<file path="config.mk">
export PLATFORM = sky130hd
export DESIGN_NAME = crc_stream_engine_flat
export DESIGN_NICKNAME = d
export VERILOG_FILES = /design/src/rtl/crc_stream_engine_if.sv /design/src/rtl/crc_stream_engine.sv /design/src/flat_wrapper.sv
export SDC_FILE = /design/constraint.sdc
export NUM_CORES = 1
export LEC_CHECK = 0
export CORE_ASPECT_RATIO = 2
export CORE_MARGIN = 2
export CORE_UTILIZATION = 50
export DETAILED_ROUTE_END_ITERATION = 16
export GPL_ROUTABILITY_DRIVEN = 1
export HOLD_SLACK_MARGIN = 0.15
export PLACE_DENSITY = 0.84
export SLEW_MARGIN = 20
export SYNTH_ARGS = -nofsm -noshare
export SYNTH_HDL_FRONTEND = slang
export SYNTH_SLANG_ARGS = --single-unit
export TNS_END_PERCENT = 1
</file>
<file path="constraint.sdc">
create_clock -name clk -period 4.55 [get_ports clk]
set_input_delay 1.365 -clock clk [delete_from_list [all_inputs] [get_ports clk]]
set_output_delay 1.365 -clock clk [all_outputs]
set_load 0.03 [all_outputs]
</file>
<file path="src/rtl/crc_stream_engine_if.sv">
// Configuration, input handshake and result bundle for crc_stream_engine.
// The master side drives config and data; the engine is the slave.
interface crc_stream_engine_if #(
  parameter int unsigned CRC_W  = 32,
  parameter int unsigned DATA_W = 32
);
  localparam int unsigned LEN_W = (DATA_W > 8) ? $clog2(DATA_W / 8) : 1;

  logic [CRC_W-1:0]  cfg_poly;
  logic [CRC_W-1:0]  cfg_seed;
  logic [1:0]        cfg_tot;
  logic [1:0]        cfg_totr;
  logic              cfg_fxor;
  logic              seed_load;
  logic              in_valid;
  logic              in_ready;
  logic [DATA_W-1:0] in_data;
  logic [LEN_W-1:0]  in_len;
  logic              in_last;
  logic              busy;
  logic              crc_valid;
  logic [CRC_W-1:0]  crc_out;

  modport master (
    output cfg_poly, cfg_seed, cfg_tot, cfg_totr, cfg_fxor, seed_load,
           in_valid, in_data, in_len, in_last,
    input  in_ready, busy, crc_valid, crc_out
  );

  modport slave (
    input  cfg_poly, cfg_seed, cfg_tot, cfg_totr, cfg_fxor, seed_load,
           in_valid, in_data, in_len, in_last,
    output in_ready, busy, crc_valid, crc_out
  );
endinterface

</file>
<file path="src/rtl/crc_stream_engine.sv">
// Streaming CRC engine: arbitrary polynomial, BPC bits per clock, MSB-first,
// with write/read transposes and a final complement option.
module crc_stream_engine #(
  parameter int unsigned CRC_W  = 32,
  parameter int unsigned DATA_W = 32,
  parameter int unsigned BPC    = 8
) (
  input  logic               clk,
  input  logic               rst,
  crc_stream_engine_if.slave bus
);
  localparam int unsigned NBYTES     = DATA_W / 8;
  localparam int unsigned LEN_W      = (DATA_W > 8) ? $clog2(NBYTES) : 1;
  localparam int unsigned MAX_S      = DATA_W / BPC;
  localparam int unsigned CNT_W      = $clog2(MAX_S + 1);
  localparam bit          NEED_CLAMP = (2 ** LEN_W) > NBYTES;

  typedef enum logic {ST_IDLE = 1'b0, ST_BUSY = 1'b1} state_t;

  state_t            r_state;
  logic [CRC_W-1:0]  r_crc;
  logic [CRC_W-1:0]  r_poly;
  logic [CRC_W-1:0]  r_crc_out;
  logic [DATA_W-1:0] r_shift;
  logic [CNT_W-1:0]  r_cnt;
  logic              r_last;
  logic              r_crc_valid;

  logic [LEN_W-1:0]  w_len;
  logic [CNT_W-1:0]  w_steps;
  logic [CRC_W-1:0]  w_crc_nxt;
  logic [CRC_W-1:0]  w_result;

  // Transpose modes: 00 none, 01 bit-reverse per byte, 10 full reverse, 11 byte swap.
  function automatic logic [DATA_W-1:0] xpose_data(input logic [DATA_W-1:0] v,
                                                   input logic [1:0] m);
    logic [DATA_W-1:0] r;
    r = v;
    case (m)
      2'b01:   for (int i = 0; i < DATA_W; i++) r[i] = v[(i / 8) * 8 + 7 - (i % 8)];
      2'b10:   for (int i = 0; i < DATA_W; i++) r[i] = v[DATA_W - 1 - i];
      2'b11:   for (int b = 0; b < DATA_W / 8; b++) r[b*8 +: 8] = v[(DATA_W/8 - 1 - b)*8 +: 8];
      default: r = v;
    endcase
    return r;
  endfunction

  function automatic logic [CRC_W-1:0] xpose_crc(input logic [CRC_W-1:0] v,
                                                 input logic [1:0] m);
    logic [CRC_W-1:0] r;
    r = v;
    case (m)
      2'b01:   for (int i = 0; i < CRC_W; i++) r[i] = v[(i / 8) * 8 + 7 - (i % 8)];
      2'b10:   for (int i = 0; i < CRC_W; i++) r[i] = v[CRC_W - 1 - i];
      2'b11:   for (int b = 0; b < CRC_W / 8; b++) r[b*8 +: 8] = v[(CRC_W/8 - 1 - b)*8 +: 8];
      default: r = v;
    endcase
    return r;
  endfunction

  // Oversized byte counts saturate to a full word.
  if (NEED_CLAMP) begin : g_clamp
    assign w_len = (bus.in_len > LEN_W'(NBYTES - 1)) ? LEN_W'(NBYTES - 1) : bus.in_len;
  end else begin : g_noclamp
    assign w_len = bus.in_len;
  end

  assign w_steps = CNT_W'(((32'(w_len) + 32'd1) * 32'd8) / BPC);

  // BPC unrolled serial LFSR steps fed from the top of the shift register.
  always_comb begin
    w_crc_nxt = r_crc;
    for (int i = 0; i < BPC; i++) begin
      if (w_crc_nxt[CRC_W-1] ^ r_shift[DATA_W-1-i])
        w_crc_nxt = {w_crc_nxt[CRC_W-2:0], 1'b0} ^ r_poly;
      else
        w_crc_nxt = {w_crc_nxt[CRC_W-2:0], 1'b0};
    end
  end

  assign w_result = xpose_crc(w_crc_nxt, bus.cfg_totr) ^ {CRC_W{bus.cfg_fxor}};

  always_ff @(posedge clk) begin
    if (rst) begin
      r_state     <= ST_IDLE;
      r_crc       <= '1;
      r_poly      <= '0;
      r_shift     <= '0;
      r_cnt       <= '0;
      r_last      <= 1'b0;
      r_crc_out   <= '0;
      r_crc_valid <= 1'b0;
    end else begin
      r_crc_valid <= 1'b0;
      if (bus.seed_load) begin
        // Reseed aborts any word in flight and blocks a same-cycle transfer.
        r_crc   <= bus.cfg_seed;
        r_cnt   <= '0;
        r_state <= ST_IDLE;
      end else begin
        case (r_state)
          ST_IDLE: begin
            if (bus.in_valid) begin
              r_shift <= xpose_data(bus.in_data, bus.cfg_tot);
              r_poly  <= bus.cfg_poly;
              r_last  <= bus.in_last;
              r_cnt   <= w_steps;
              r_state <= ST_BUSY;
            end
          end
          ST_BUSY: begin
            r_crc   <= w_crc_nxt;
            r_shift <= r_shift << BPC;
            r_cnt   <= r_cnt - CNT_W'(1);
            if (r_cnt == CNT_W'(1)) begin
              r_state <= ST_IDLE;
              if (r_last) begin
                r_crc_out   <= w_result;
                r_crc_valid <= 1'b1;
              end
            end
          end
          default: r_state <= ST_IDLE;
        endcase
      end
    end
  end

  assign bus.in_ready  = ~rst & (r_state == ST_IDLE) & ~bus.seed_load;
  assign bus.busy      = (r_state == ST_BUSY);
  assign bus.crc_valid = r_crc_valid;
  assign bus.crc_out   = r_crc_out;

endmodule

</file>
<file path="src/flat_wrapper.sv">
// flat-port wrapper written by rule: the top's interface ports become plain ports
module crc_stream_engine_flat 
#(
  parameter int unsigned CRC_W  = 32,
  parameter int unsigned DATA_W = 32,
  parameter int unsigned BPC    = 8
)
  (clk, rst, bus_cfg_poly, bus_cfg_seed, bus_cfg_tot, bus_cfg_totr, bus_cfg_fxor, bus_seed_load, bus_in_valid, bus_in_data, bus_in_len, bus_in_last, bus_in_ready, bus_busy, bus_crc_valid, bus_crc_out);
  crc_stream_engine_if #(.CRC_W(CRC_W), .DATA_W(DATA_W)) bus_i ();
  input  logic clk;
  input  logic rst;
  input wire logic [$bits(bus_i.cfg_poly)-1:0] bus_cfg_poly;
  input wire logic [$bits(bus_i.cfg_seed)-1:0] bus_cfg_seed;
  input wire logic [$bits(bus_i.cfg_tot)-1:0] bus_cfg_tot;
  input wire logic [$bits(bus_i.cfg_totr)-1:0] bus_cfg_totr;
  input wire logic [$bits(bus_i.cfg_fxor)-1:0] bus_cfg_fxor;
  input wire logic [$bits(bus_i.seed_load)-1:0] bus_seed_load;
  input wire logic [$bits(bus_i.in_valid)-1:0] bus_in_valid;
  input wire logic [$bits(bus_i.in_data)-1:0] bus_in_data;
  input wire logic [$bits(bus_i.in_len)-1:0] bus_in_len;
  input wire logic [$bits(bus_i.in_last)-1:0] bus_in_last;
  output wire logic [$bits(bus_i.in_ready)-1:0] bus_in_ready;
  output wire logic [$bits(bus_i.busy)-1:0] bus_busy;
  output wire logic [$bits(bus_i.crc_valid)-1:0] bus_crc_valid;
  output wire logic [$bits(bus_i.crc_out)-1:0] bus_crc_out;
  assign bus_i.cfg_poly = bus_cfg_poly;
  assign bus_i.cfg_seed = bus_cfg_seed;
  assign bus_i.cfg_tot = bus_cfg_tot;
  assign bus_i.cfg_totr = bus_cfg_totr;
  assign bus_i.cfg_fxor = bus_cfg_fxor;
  assign bus_i.seed_load = bus_seed_load;
  assign bus_i.in_valid = bus_in_valid;
  assign bus_i.in_data = bus_in_data;
  assign bus_i.in_len = bus_in_len;
  assign bus_i.in_last = bus_in_last;
  assign bus_in_ready = bus_i.in_ready;
  assign bus_busy = bus_i.busy;
  assign bus_crc_valid = bus_i.crc_valid;
  assign bus_crc_out = bus_i.crc_out;
  crc_stream_engine #(.CRC_W(CRC_W), .DATA_W(DATA_W), .BPC(BPC)) u_core (.clk(clk), .rst(rst), .bus(bus_i));
endmodule
</file>
==> results.toml <==
[run_status]
status = "finished clean"

[clocking]
clkSinkCount = 134
cts_root_buffer = "clkbuf_16"
clkLatencyLatePin_ns = 0.45
hold_buffers = 0
cts_buffer_depth = 2
clkSlewWorstSetupHoldPaths_ns = 0.06
cts_inserted_buffers = 17
cts_tree = "yes"
cts_max_level = 4

[setup_path]
r2r_start = "u_core.r_crc[31]$_SDFFE_PP1P_"
reg2reg_slack_ns = 0.16
crit_required_ns = 4.89
r2r_cells = 17
critPathLaunchType = "flip-flop"
regToRegEndpoint = "u_core.bus.crc_out[30]$_SDFFE_PP0P_"
crit_fanout = 11
crit_arrival_ns = 4.73
cp-end-kind = "flip-flop"
crit_type = "reg -> reg"

[floorplanning]
die-width_um = 113.7
initial_core_util = 0.5073
rows = 80
coreArea_um2 = 23720
dieArea_um2 = 25400
io_pins = 143
fp.dieH_um = 223.4

[timing]
hold_ws_ns = 0.4605
setup-violations-final = 0
tightest_slew_ns = 1.083
slew_violations = 0
fin_crit_sh = 0.9644
final-hold-violation-count = 0
rsz0062_at_grt = "yes"
worst_clock_skew_ns = 0.008518
period_needed_ns = 4.388
fmax_mhz = 227.9
relSlewSlack = 0.2726
worst_slack_ns = 0.1621

[yosys]
syn_area_um2 = 12030
yosysTopAreaCell = "dfxtp_1"
ys_ff_latch = 134
yosys_warnings = 0
synth_fa_ha_area_frac = 0.003119
syn_inst = 1609
syn_area_per_cell_um2 = 7.479
synth.area.mux_share = 0.06592
synth_top_family_by_area = "simple AND/OR/NAND/NOR gates"
synthFlopType = "dfxtp_1"
synth-simple-area-share = 0.2545
synth.distinct_cells = 92
synthXorXnorAreaFrac = 0.1814
synth.area.top_cells = "dfxtp_1 (22%), xnor2_1 (15%), nand2_1 (8.7%), nand3_1 (4.0%), clkbuf_1 (3.8%)"
syn-num-nets = 1720
synth_edf_count = 0
synth-compound-area-share = 0.2189
synthArstFlopShare = 0
yosysSeqAreaShare = 0.2229
synth_top_area_frac = 0.2229

[cells_and_area]
antennaDiodeCount = 0
syn_to_final_growth_pct = 22.80
fin_cells = 2020
fin_nets = 1831
utilization = 0.6229
drive_gt1_frac = 0.1316

[min_path]
worst_hold_startpoint = "u_core.r_poly[26]$_SDFFE_PP0P_"
min_path_type = "reg -> reg"
min_to = "u_core.r_poly[26]$_SDFFE_PP0P_"
holdPathStages = 2

[pwr]
peakVddDrop_v = 0.0003133
power.leakage_nw = 5.174
p_per_area_nw_per_um2 = 341.6

[route]
drtAntennaViolNets = 0
wl_per_cell_um = 20.13
vias = 12692
drtPass1Iterations = 5
totalWireLength_um = 40660
vias_per_cell = 6.283
drt_iter0_drc = 1141
drc = 0

[flow_run]
maxCapViolations = 0

[global_routing]
overflow = 0
grt_pass1_wl_um = 63990
grt_pass1_vias = 12339
antenna_found_initial = 0
track_usage = 0.3186
grt_start_max_net_pins = 100

[placed_design]
pre_cts_slack_ns = -0.09482
port_buffers = 142
gp_congestion = 0.9583
hpwl_um = 29740
placed_cells = 1983
==> cell usage in the layout, fill, tap and decap left out, types with 7 or more instances in the layout <==
master / Yosys / final
a211o_1: 30 / 29
mux2_2: 14 / 14
mux2i_1: 25 / 25
o211ai_1: 11 / 11
xor2_1: 15 / 14
dfxtp_1: 134 / 128
nor2_1: 91 / 90
xnor2_1: 211 / 207
mux4_2: 16 / 16
o21ai_0: 68 / 68
xnor2_2: 6 / 8
a311oi_1: 17 / 17
a21oi_1: 67 / 66
nor3_1: 25 / 23
nor4_1: 10 / 8
clkbuf_16: 0 / 18
nand2b_1: 32 / 32
and3_1: 7 / 7
nand2_1: 280 / 280
nor2b_1: 24 / 24
clkdlybuf4s50_1: 0 / 139
o22ai_1: 8 / 8
nand3b_1: 13 / 13
buf_4: 0 / 101
o21bai_1: 19 / 18
and2_1: 9 / 9
a211oi_1: 30 / 30
a22oi_1: 40 / 40
nor3b_1: 21 / 21
nand4_1: 8 / 8
o311ai_0: 10 / 10
inv_1: 11 / 11
nand3_1: 97 / 95
==> state kept, by name, indices dropped and copies added, names as in the netlist <==
name / count
u_core.bus.crc_out: 32
u_core.r_crc: 32
u_core.bus.busy: 1
u_core.r_poly: 32
u_core.bus.crc_valid: 1
u_core.r_cnt: 3
u_core.r_last: 1
u_core.r_shift: 32
==> critical path, stage by stage, from the launching register on <==
cell      delay (ns)
dfxtp_4         0.38
xnor2_4         0.17
xnor2_1         0.30
a21oi_2         0.14
or3b_4          0.46
and4_4          0.22
nor3_4          0.25
buf_4           0.17
o211ai_2        0.08
buf_4           0.20
a221oi_2        0.22
buf_4           0.20
o21ai_0         0.11
xnor2_1         0.17
xnor2_1         0.57
a22o_1          0.29
a211oi_1        0.07
a211o_1         0.29
==> cells in the mapped netlist (all sizes together) (9+ instances only) <==
master  count
a211o      30
a211oi     32
a21oi      67
a22oi      40
a311oi     19
and2        9
buf        30
clkbuf    121
dfxtp     134
inv        11
mux2       15
mux2i      26
mux4       16
nand2     282
nand2b     32
nand3      98
nand3b     13
nor2       94
nor2b      24
nor3       26
nor3b      21
nor4       11
o211ai     12
o21ai      74
o21bai     19
o311ai     11
xnor2     218
xor2       17
==> area by class of cell <==
type                    count  area [um2]
inverters                  12       45.04
clock buffers              24       523.0
flip-flops and latches    134        2698
repair buffers            243        2177
fillers                  2052        8945
clock inverters             8       107.6
well taps                 287       359.1
multi-input cells        1312        8869
==> metal layers <==
metal	share of wire	vias up	GRT usage
li1	-	5882	-
met1	0.36	6058	0.3397
met2	0.52	580	0.5745
met3	0.061	172	0.05705
met4	0.062	0	0.1896
met5	0	-	0
==> worst max path at each step <==
| stage | startpoint | to | depth (start not counted) |
|---|---|---|---|
| 4_1_cts | u_core.r_crc[31]$_SDFFE_PP1P_ | u_core.bus.crc_out[26]$_SDFFE_PP0P_ | 17 |
| 3_5_place_dp | u_core.r_crc[29]$_SDFFE_PP1P_ | u_core.bus.crc_out[29]$_SDFFE_PP0P_ | 15 |
| 6_report | u_core.r_crc[31]$_SDFFE_PP1P_ | u_core.bus.crc_out[30]$_SDFFE_PP0P_ | 17 |
| 2_1_floorplan | u_core.r_crc[31]$_SDFFE_PP1P_ | u_core.bus.crc_out[5]$_SDFFE_PP0P_ | 15 |
| 3_3_place_gp | u_core.r_crc[29]$_SDFFE_PP1P_ | u_core.bus.crc_out[29]$_SDFFE_PP0P_ | 15 |
| 5_1_grt | u_core.r_crc[31]$_SDFFE_PP1P_ | u_core.bus.crc_out[7]$_SDFFE_PP0P_ | 15 |
==> where the power goes <==
group	total (mW)	switching [mW]	internal, mW
registers	1.30	0.0710	1.23
logic	2.27	1.29	0.980
clock network	1.48	0.559	0.916
==> cell families (layout without fill, tap and decap cells) <==
group,count (synthesis),count (layout)
flops,134,134
xor+xnor,237,237
fa+ha+maj,3,3
simple gates,645,645
mux,57,57
compound gates,370,370
buf+inv,163,287
==> stage by stage <==
step	power (mW)	setup TNS [ns]	instance area [um2]
CTS	4.973	0	14600
global route	5.268	-0.1505	14780
detailed placement	3.482	-0.1404	13940
global placement	3.454	-0.01567	13940
finish	5.048	0	14780
floorplan	2.760	0	12030
==> repair_timing <==
item,4_1_cts,5_1_grt
resized for setup,3,29
setup endpoints to repair,2,47
pin swaps,1,12
buffers inserted,0,5
No activity file was read; power rests on OpenSTA's default activity.
